===== src/rtl/mdu_iter.sv =====
// Iterative RV32M multiply/divide unit: shift-add multiplier and restoring divider sharing one datapath.
// Define MDU_FAST_MUL_EN to complete multiplies in one cycle with a combinational multiplier.
module mdu_iter #(
  parameter int WIDTH = 32
) (
  input  logic             clk,
  input  logic             rst_n,
  input  logic             flush,
  input  logic             req_valid,
  output logic             req_ready,
  input  logic [2:0]       mdu_op,
  input  logic [WIDTH-1:0] a,
  input  logic [WIDTH-1:0] b,
  output logic             resp_valid,
  input  logic             resp_ready,
  output logic [WIDTH-1:0] f
);
  localparam int CW = $clog2(WIDTH);
  localparam logic [WIDTH-1:0] MIN_NEG = {1'b1, {(WIDTH-1){1'b0}}};

  typedef enum logic [1:0] {IDLE, BUSY, DONE} state_e;

  state_e           state_q, state_d;
  logic [2:0]       op_q, op_d;
  logic [CW-1:0]    cnt_q, cnt_d;
  logic             last_q, last_d;
  logic             neg_q, neg_d;
  logic [WIDTH-1:0] hi_q, hi_d;
  logic [WIDTH-1:0] lo_q, lo_d;
  logic [WIDTH-1:0] opnd_q, opnd_d;
  logic [WIDTH-1:0] f_q, f_d;

  logic             a_signed, b_signed, a_neg, b_neg, is_div, b_zero, ovf;
  logic [WIDTH-1:0] mag_a, mag_b, special_f;

  always_comb begin
    a_signed  = (mdu_op == 3'b001) || (mdu_op == 3'b010) ||
                (mdu_op == 3'b100) || (mdu_op == 3'b110);
    b_signed  = (mdu_op == 3'b001) || (mdu_op == 3'b100) || (mdu_op == 3'b110);
    a_neg     = a_signed & a[WIDTH-1];
    b_neg     = b_signed & b[WIDTH-1];
    mag_a     = a_neg ? -a : a;
    mag_b     = b_neg ? -b : b;
    is_div    = mdu_op[2];
    b_zero    = (b == '0);
    ovf       = is_div && !mdu_op[0] && (a == MIN_NEG) && (b == '1);
    if (b_zero) special_f = mdu_op[1] ? a : '1;
    else        special_f = mdu_op[1] ? '0 : a;
  end

  // hi:lo is the product for multiplies, remainder:quotient-in-progress for divides
  logic [WIDTH:0]       mul_sum, div_shl, div_diff;
  logic [WIDTH-1:0]     step_hi, step_lo, div_res, fin_f;
  logic [2*WIDTH-1:0]   prod;

  always_comb begin
    mul_sum  = {1'b0, hi_q} + (lo_q[0] ? {1'b0, opnd_q} : '0);
    div_shl  = {hi_q, lo_q[WIDTH-1]};
    div_diff = div_shl - {1'b0, opnd_q};
    if (op_q[2]) begin
      step_hi = div_diff[WIDTH] ? div_shl[WIDTH-1:0] : div_diff[WIDTH-1:0];
      step_lo = {lo_q[WIDTH-2:0], ~div_diff[WIDTH]};
    end else begin
      step_hi = mul_sum[WIDTH:1];
      step_lo = {mul_sum[0], lo_q[WIDTH-1:1]};
    end
    prod    = neg_q ? -{hi_q, lo_q} : {hi_q, lo_q};
    div_res = op_q[1] ? hi_q : lo_q;
    if (op_q[2])              fin_f = neg_q ? -div_res : div_res;
    else if (op_q == 3'b000)  fin_f = prod[WIDTH-1:0];
    else                      fin_f = prod[2*WIDTH-1:WIDTH];
  end

  logic             fast_take;
  logic [WIDTH-1:0] fast_f;
`ifdef MDU_FAST_MUL_EN
  // Sign-extended operands multiplied modulo 2^(2*WIDTH) give the exact low 2*WIDTH product bits
  logic [2*WIDTH-1:0] fast_a, fast_b, fast_prod;
  always_comb begin
    fast_a    = {{WIDTH{a_neg}}, a};
    fast_b    = {{WIDTH{b_neg}}, b};
    fast_prod = fast_a * fast_b;
    fast_take = !is_div;
    fast_f    = (mdu_op == 3'b000) ? fast_prod[WIDTH-1:0] : fast_prod[2*WIDTH-1:WIDTH];
  end
`else
  assign fast_take = 1'b0;
  assign fast_f    = '0;
`endif

  always_comb begin
    state_d = state_q;
    op_d    = op_q;
    cnt_d   = cnt_q;
    last_d  = last_q;
    neg_d   = neg_q;
    hi_d    = hi_q;
    lo_d    = lo_q;
    opnd_d  = opnd_q;
    f_d     = f_q;
    unique case (state_q)
      IDLE: begin
        if (req_valid) begin
          op_d  = mdu_op;
          neg_d = (is_div && mdu_op[1]) ? a_neg : (a_neg ^ b_neg);
          if (is_div && (b_zero || ovf)) begin
            f_d     = special_f;
            state_d = DONE;
          end else if (fast_take) begin
            f_d     = fast_f;
            state_d = DONE;
          end else begin
            hi_d    = '0;
            lo_d    = is_div ? mag_a : mag_b;
            opnd_d  = is_div ? mag_b : mag_a;
            cnt_d   = CW'(WIDTH - 1);
            last_d  = 1'b0;
            state_d = BUSY;
          end
        end
      end
      BUSY: begin
        if (last_q) begin
          f_d     = fin_f;
          last_d  = 1'b0;
          state_d = DONE;
        end else begin
          hi_d = step_hi;
          lo_d = step_lo;
          if (cnt_q == '0) last_d = 1'b1;
          else             cnt_d  = cnt_q - CW'(1);
        end
      end
      DONE: begin
        if (resp_ready) state_d = IDLE;
      end
      default: state_d = IDLE;
    endcase
    // flush kills everything, including a request offered in the same cycle
    if (flush) begin
      state_d = IDLE;
      f_d     = f_q;
      cnt_d   = '0;
      last_d  = 1'b0;
    end
  end

  always_ff @(posedge clk or negedge rst_n) begin
    if (!rst_n) begin
      state_q <= IDLE;
      op_q    <= '0;
      cnt_q   <= '0;
      last_q  <= 1'b0;
      neg_q   <= 1'b0;
      hi_q    <= '0;
      lo_q    <= '0;
      opnd_q  <= '0;
      f_q     <= '0;
    end else begin
      state_q <= state_d;
      op_q    <= op_d;
      cnt_q   <= cnt_d;
      last_q  <= last_d;
      neg_q   <= neg_d;
      hi_q    <= hi_d;
      lo_q    <= lo_d;
      opnd_q  <= opnd_d;
      f_q     <= f_d;
    end
  end

  assign req_ready  = (state_q == IDLE);
  assign resp_valid = (state_q == DONE);
  assign f          = f_q;

endmodule

===== config.mk =====
export PLATFORM = sky130hd
export DESIGN_NAME = mdu_iter
export DESIGN_NICKNAME = d
export VERILOG_FILES = /design/src/rtl/mdu_iter.sv
export SDC_FILE = /design/constraint.sdc
export NUM_CORES = 1
export LEC_CHECK = 0
export BUFFER_PORTS_ARGS = -buffer_cell sky130_fd_sc_hd__buf_2
export CAP_MARGIN = 5
export CORE_ASPECT_RATIO = 1.2
export CORE_MARGIN = 1.5
export CORE_UTILIZATION = 40
export DETAILED_ROUTE_END_ITERATION = 12
export PLACE_DENSITY = 0.66
export SLEW_MARGIN = 20
export SYNTH_ARGS = -nofsm -noshare
export SYNTH_HDL_FRONTEND = slang
export SYNTH_SLANG_ARGS = --single-unit

===== constraint.sdc =====
create_clock -name clk -period 4.5 [get_ports clk]
set_clock_uncertainty 0.1 [all_clocks]
set_input_delay 0.9 -clock clk [delete_from_list [all_inputs] [get_ports clk]]
set_output_delay 0.9 -clock clk [all_outputs]
set_load 0.01 [all_outputs]

== Word-level counts from Yosys, hierarchy flattened ==
Index checks and enable logic that the tools add are counted.

* Bits in registers: 140
* Word-level logic and storage cells: 113

* Add/subtract/negate cells: 7
* Equal/unequal tests: 19
* Mux-type cells: 47
* Bitwise operators: 6
* Reduce and logical (&&, ||, !) cells: 25

{| class="wikitable"
|+ Operator list
! kind !! count
|-
| $mux W32 || 24
|-
| $pmux W32 S2 || 3
|-
| $neg A32 Y32 || 3
|-
| $eq A32 B32 Y1 const B || 2
|-
| $mux W64 || 1
|-
| $neg A64 Y64 || 1
|-
| $add A32 B32 Y33 || 1
|-
| $sub A33 B32 Y33 || 1
|-
| $logic_not A32 Y1 || 1
|-
| $mux W5 || 5
|-
| $ne A3 B3 Y1 const B || 5
|-
| $mux W2 || 5
|-
| $pmux W5 S2 || 1
|-
| $reduce_and A5 Y1 || 2
|-
| $reduce_and A3 Y1 || 3
|-
| $ne A2 B2 Y1 const B || 4
|-
| $eq A3 B3 Y1 const B || 2
|-
| $logic_or A1 B1 Y1 || 6
|-
| $mux W1 || 6
|-
| $pmux W2 S3 || 1
|-
| $logic_and A1 B1 Y1 || 5
|-
| $logic_not A5 Y1 || 1
|-
| $sub A5 B1 Y5 const B || 1
|-
| $reduce_and A4 Y1 || 1
|-
| other kinds (16) || 19
|}

== Depth between registers and ports, before layout ==
* Word-level depth: 10
* Depth in mapped cells: 17
* Mapped depth without buffers: 13

== Worst setup path after synthesis ==
OpenSTA, ideal clock, no wires.

* Path type: register to register
* Start point: register op_q[1]
* End point: register f_q[30], in the netlist f[30]
* Arrival time: 3.970 ns
* Required time: 4.276 ns
* Slack: 0.306 ns
* Cell stages (with the launch flop): 18
* Buffers on the path: 6
* Period minus slack after synthesis: 4.194 ns
* Cell sequence: dfrtp_1 -> clkbuf_1 -> clkbuf_1 -> buf_2 -> buf_1 -> buf_2 -> buf_1 -> nor2_1 -> a21oi_1 -> ha_1 -> o21ai_0 -> a2111o_1 -> nor2_1 -> nand2_1 -> o31a_1 -> xor2_1 -> o22ai_1 -> o31a_1

* Word-level cells in the longest chain between the ends: 6
* Elaborated cells on any way between the ends: 8
* Those cells by class: add/sub (1); mux (6); reduce/logical (1)

{| class="wikitable"
|+ RTL lines
! item !! line !! RTL
|-
| start: declaration || 24 || <nowiki>logic [2:0] op_q, op_d;</nowiki>
|-
| start signal: assignment || 161 || <nowiki>op_q <= op_d;</nowiki>
|-
| $mux W32 || 68 || <nowiki>div_res = op_q[1] ? hi_q : lo_q;</nowiki>
|-
| $neg A32 Y32 || 69 || <nowiki>if (op_q[2]) fin_f = neg_q ? -div_res : div_res;</nowiki>
|-
| $mux W32 || 69 ||
|-
| $mux W32 (*) || 69 ||
|-
| $mux W32 (*) || 123 || <nowiki>if (last_q) begin</nowiki>
|-
| $pmux W32 S2 (*) || 101 || <nowiki>unique case (state_q)</nowiki>
|-
| end signal: assignment || 158 || <nowiki>f_q <= '0;</nowiki>
|-
| end signal: assignment || 168 || <nowiki>f_q <= f_d;</nowiki>
|-
| end: declaration || 31 || <nowiki>logic [WIDTH-1:0] f_q, f_d;</nowiki>
|}

Every way passes the cells marked *; elsewhere a longest branch is shown, timed or not. The select of a mux whose other input is x is not followed.
A chain may end at the register's enable or synchronous reset.

== Worst setup path after layout ==
* Start point: register lo_q[0]
* End point: register hi_q[29]

* Word-level cells in the longest chain between the ends: 5

{| class="wikitable"
|+ RTL lines
! item !! line !! RTL
|-
| start: declaration || 29 || <nowiki>logic [WIDTH-1:0] lo_q, lo_d;</nowiki>
|-
| start signal: assignment || 166 || <nowiki>lo_q <= lo_d;</nowiki>
|-
| $mux W32 || 57 || <nowiki>mul_sum = {1'b0, hi_q} + (lo_q[0] ? {1'b0, opnd_q} : '0);</nowiki>
|-
| $add A32 B32 Y33 || 57 ||
|-
| $mux W32 || 60 || <nowiki>if (op_q[2]) begin</nowiki>
|-
| $mux W32 || 123 ||
|-
| $pmux W32 S2 || 101 ||
|-
| end signal: assignment || 165 || <nowiki>hi_q <= hi_d;</nowiki>
|-
| end: declaration || 28 || <nowiki>logic [WIDTH-1:0] hi_q, hi_d;</nowiki>
|}

Every way passes these cells. The select of a mux whose other input is x is not followed.

==> flow_results.xml <==
<?xml version="1.0" encoding="UTF-8"?>
<metrics>
  <group name="cells_and_area">
    <metric name="post_layout_nonfiller_instances" unit="">2737</metric>
    <metric name="final_cell_mix" unit="">230 x sky130_fd_sc_hd__nand2_1, 219 x sky130_fd_sc_hd__o21ai_0, 203 x sky130_fd_sc_hd__nor2_1</metric>
    <metric name="num-fill-cells" unit="">3960</metric>
    <metric name="mostFrequentLayoutCell" unit="">sky130_fd_sc_hd__nand2_1</metric>
    <metric name="final_nets" unit="">2343</metric>
    <metric name="drive_gt1_share" unit="%">12.4</metric>
    <metric name="antenna_cells" unit="">0</metric>
    <metric name="area.growth.synth_to_final" unit="%">11.7</metric>
  </group>
  <group name="synth">
    <metric name="synthMuxAreaShare" unit="%">7.19</metric>
    <metric name="netlist-cell-type-count" unit="">79</metric>
    <metric name="yosys.area_share.xor_xnor" unit="%">10.7</metric>
    <metric name="ys_dominant_reg_cell" unit="">sky130_fd_sc_hd__dfrtp_1</metric>
    <metric name="combinational_family_with_the_most_area_after_synthesis" unit="">compound AO/OA/AOI/OAI gates</metric>
    <metric name="synth_async_sr_flop_share" unit="%">100</metric>
    <metric name="synthAdderAreaFrac" unit="%">7.51</metric>
    <metric name="postSynthNetCount" unit="">2302</metric>
    <metric name="synth_compound_area_share" unit="%">26.4</metric>
    <metric name="synth.avg_cell_area" unit="sq um">7.39</metric>
    <metric name="synth-seq-cells" unit="">140</metric>
    <metric name="synth-warning-count" unit="">0</metric>
    <metric name="post_synthesis_sequential_area_ratio" unit="%">22.0</metric>
    <metric name="number_of_enable_type_register_cells_in_the_synthesized_netlist" unit="">0</metric>
    <metric name="netlist_instances" unit="">2157</metric>
    <metric name="synth_simple_gate_area_share" unit="%">20.7</metric>
    <metric name="post_synth_instance_area" unit="sq mm">0.0160</metric>
  </group>
  <group name="timing">
    <metric name="report.final.hold_viol_count" unit="">0</metric>
    <metric name="rsz0062_at_grt" unit="">false</metric>
    <metric name="slew-limit-headroom" unit="%">38.5</metric>
    <metric name="worst-slew-pin-transition" unit="ns">0.922</metric>
    <metric name="timing.final.crit_share" unit="%">89.8</metric>
    <metric name="timing.fmax" unit="MHz">247</metric>
    <metric name="drv_slew" unit="">0</metric>
    <metric name="setup_viol" unit="">0</metric>
    <metric name="period_needed" unit="ns">4.04</metric>
    <metric name="setup_tns" unit="ns">0</metric>
  </group>
  <group name="global_routing">
    <metric name="grtUsageTotal" unit="%">30.2</metric>
    <metric name="first_global_vias" unit="">16100</metric>
    <metric name="grt_start_max_net_pins" unit="">95</metric>
    <metric name="globalRouteOverflowTotal" unit="">0</metric>
    <metric name="antenna_found_initial" unit="">0</metric>
    <metric name="grt_pass1_wl" unit="um">94700</metric>
  </group>
  <group name="floorplanning">
    <metric name="chipHeight" unit="um">222</metric>
    <metric name="initial_core_util" unit="%">40.9</metric>
    <metric name="design.die.area" unit="sq mm">0.0411</metric>
    <metric name="fp.dieW" unit="um">185</metric>
    <metric name="ios" unit="">106</metric>
    <metric name="core" unit="sq mm">0.0390</metric>
    <metric name="std_cell_rows" unit="">79</metric>
  </group>
  <group name="clocking">
    <metric name="cts_resized" unit="">0</metric>
    <metric name="max-clock-path-buffers" unit="">2</metric>
    <metric name="cts_hold_buffers" unit="">0</metric>
    <metric name="cts_root_buffer" unit="">sky130_fd_sc_hd__clkbuf_16</metric>
    <metric name="tritoncts" unit="">built</metric>
    <metric name="tritoncts_num_sinks" unit="">140</metric>
    <metric name="ctsHtreeMaxLevel" unit="">4</metric>
    <metric name="worst_skew_pair.late_latency" unit="ns">0.45</metric>
    <metric name="numCtsBuffers" unit="">17</metric>
    <metric name="post_cts.repair.setup_buffers" unit="">0</metric>
    <metric name="clk_pin_slew" unit="ns">0.06</metric>
  </group>
  <group name="worst_setup_path">
    <metric name="crit_required" unit="ns">4.72</metric>
    <metric name="endpoint_kind" unit="">flop</metric>
    <metric name="timing_worst_setup_path_type" unit="">flop to flop</metric>
    <metric name="timing.critical_path.slowest_stage_cell" unit="">sky130_fd_sc_hd__dfrtp_1</metric>
    <metric name="worst_r2r_startpoint" unit="">lo_q[0]$_DFFE_PN0P_</metric>
    <metric name="timing.critical_path.from" unit="">lo_q[0]$_DFFE_PN0P_</metric>
    <metric name="timing.critical_path.slowest_cell_delay" unit="ns">0.47</metric>
    <metric name="crit_path_start_kind" unit="">flop</metric>
    <metric name="critical_path_peak_fanout" unit="">31</metric>
    <metric name="crit_chain" unit="">inv_1, buf_4, nor2_1, ha_1, nor2b_1, o2111ai_1, a31oi_1, o22a_1, a311oi_1, buf_4, o2111ai_1, nand3_1, and3_1, or3b_2</metric>
    <metric name="cp_data_arrival_time" unit="ns">4.26</metric>
  </group>
  <group name="place">
    <metric name="port_buffers" unit="">105</metric>
    <metric name="dp.final_hpwl" unit="um">47800</metric>
    <metric name="place_congestion" unit="">1.00</metric>
    <metric name="dpl.cell_count" unit="">2705</metric>
  </group>
  <group name="power_and_ir_drop">
    <metric name="p_switching" unit="mW">4.73</metric>
    <metric name="internal_power" unit="mW">4.73</metric>
    <metric name="sequential_power_share" unit="%">22.1</metric>
    <metric name="power.leakage" unit="nW">7.69</metric>
    <metric name="clkPwrFrac" unit="%">15.3</metric>
    <metric name="combinationalPowerShare" unit="%">62.6</metric>
    <metric name="pd_cells" unit="mW/mm^2">531</metric>
    <metric name="worst_ir_drop_on_vdd" unit="V">0.000309</metric>
    <metric name="power.share.switching" unit="%">50.0</metric>
  </group>
  <group name="run_status">
    <metric name="run_status" unit="">finished, final reports clean</metric>
  </group>
  <group name="detailed_routing">
    <metric name="route.detailed.drc" unit="">0</metric>
    <metric name="routed_via_density" unit="">6.15</metric>
    <metric name="route.antenna.remaining_nets" unit="">0</metric>
    <metric name="vias" unit="">16800</metric>
    <metric name="total_detailed_routing_wirelength" unit="um">61800</metric>
    <metric name="firstDrtPassIters" unit="">6</metric>
    <metric name="detail_route.iter0.violations" unit="">1627</metric>
    <metric name="avgRoutedWirePerCell" unit="um">22.6</metric>
  </group>
  <group name="hold_path">
    <metric name="class_of_the_worst_hold_path" unit="">input port to async pin</metric>
  </group>
  <group name="job">
    <metric name="cap_violations" unit="">0</metric>
  </group>
</metrics>
-- cells in the mapped netlist, drive strengths merged (16+ instances only) --
library cell,count,area [sq um]
nand2,231,867
o21ai,222,1110
nor2,204,766
a21oi,170,851
clkbuf,146,548
dfrtp,140,3500
xnor2,115,1010
mux2i,91,911
xor2,79,692
ha,71,888
inv,64,240
nor3,50,250
o31ai,43,328
nand3,38,190
a21o,35,263
or3,28,175
maj3,27,270
o211ai,25,188
nand4,23,144
nor4,23,165
a31oi,22,138
buf,22,105
mux2,21,236
a211oi,20,150
o41ai,19,174
or4,18,135
nand2b,17,106
a22oi,16,120
-- critical path, delay by kind of cell, from the launching register on --
| family | cells | cell delay, ns |
|---|---|---|
| adders and majority gates | 1 | 0.33 |
| buffers and inverters | 3 | 0.64 |
| DFF | 1 | 0.47 |
| AOI/OAI and AO/OA | 5 | 1.26 |
| and+or+nand+nor | 5 | 1.11 |
-- kinds of logic (layout without fill, tap and decap cells) --
| kind of cell | Yosys count | count (layout) |
|---|---|---|
| buffers and inverters | 233 | 287 |
| AOI/OAI and AO/OA | 675 | 675 |
| muxes | 112 | 112 |
| and+or+nand+nor | 703 | 703 |
| adders and majority gates | 100 | 100 |
| xor gates and xnor gates | 194 | 194 |
| DFF | 140 | 140 |
-- stage by stage --
step / setup WS (ns) / instance area [sq um] / power (mW) / hold WS, ns / util (%)
after CTS: 0.501 / 17800 / 9.34 / 0.335 / 45.6
final: 0.458 / 17800 / 9.46 / 0.314 / 45.6
after detailed placement: 0.388 / 17200 / 7.86 / 0.364 / 44.1
after global placement: 0.468 / 17200 / 7.81 / 0.358 / 44.1
after global routing: 0.219 / 17800 / 10.1 / 0.365 / 45.6
after floorplan: 0.306 / 16000 / 6.08 / 0.350 / -
-- state kept, by name, indices dropped and copies added (netlist names), 2 cells and up --
signal / count
f: 32
hi_q: 32
cnt_q: 5
state_q: 2
op_q: 3
opnd_q: 32
lo_q: 32
-- worst paths after layout --
kind | depth (start not counted) | to | slack (ns)
worst max-delay path | 14 | hi_q[29]$_DFFE_PN0P_ | 0.46
worst min-delay path | 1 | hi_q[29]$_DFFE_PN0P_ | 0.31
worst max register to register | 14 | hi_q[29]$_DFFE_PN0P_ | 0.46
worst min register to register | 2 | f[2]$_DFFE_PN0P_ | 0.38
max in group asynchronous | 2 | op_q[1]$_DFFE_PN0P_ | 3.11
min in group clk | 2 | f[2]$_DFFE_PN0P_ | 0.38
-- power by group through the flow --
stage                     clock [mW]  combinational (mW)  sequential, mW
after floorplan                    0                4.24            1.84
after global placement             0                5.73            2.08
after detailed placement           0                5.77            2.10
after CTS                       1.46                5.81            2.08
after global routing            1.50                6.46            2.14
final                           1.44                5.92            2.09
-- cell type report --
class                   instances  area [sq um]  area share, %
clock inverters                13           144          0.808
multi-input cells            1784         11600           65.1
clock buffers                  19           433           2.43
repair buffers                190          1230           6.93
flip-flops and latches        140          3510           19.7
inverters                      65           244           1.37
well taps                     526           658           3.70
-- routing by layer --
| layer | up-vias | part of all wire [%] | global-route usage, % |
|---|---|---|---|
| li1 | 7893 | - | - |
| met1 | 8013 | 40 | 38.4 |
| met2 | 781 | 47 | 49.0 |
| met3 | 158 | 6.7 | 3.50 |
| met4 | 0 | 5.9 | 17.5 |
| met5 | - | 0 | 0 |
Power figures use the tool's default switching activity.
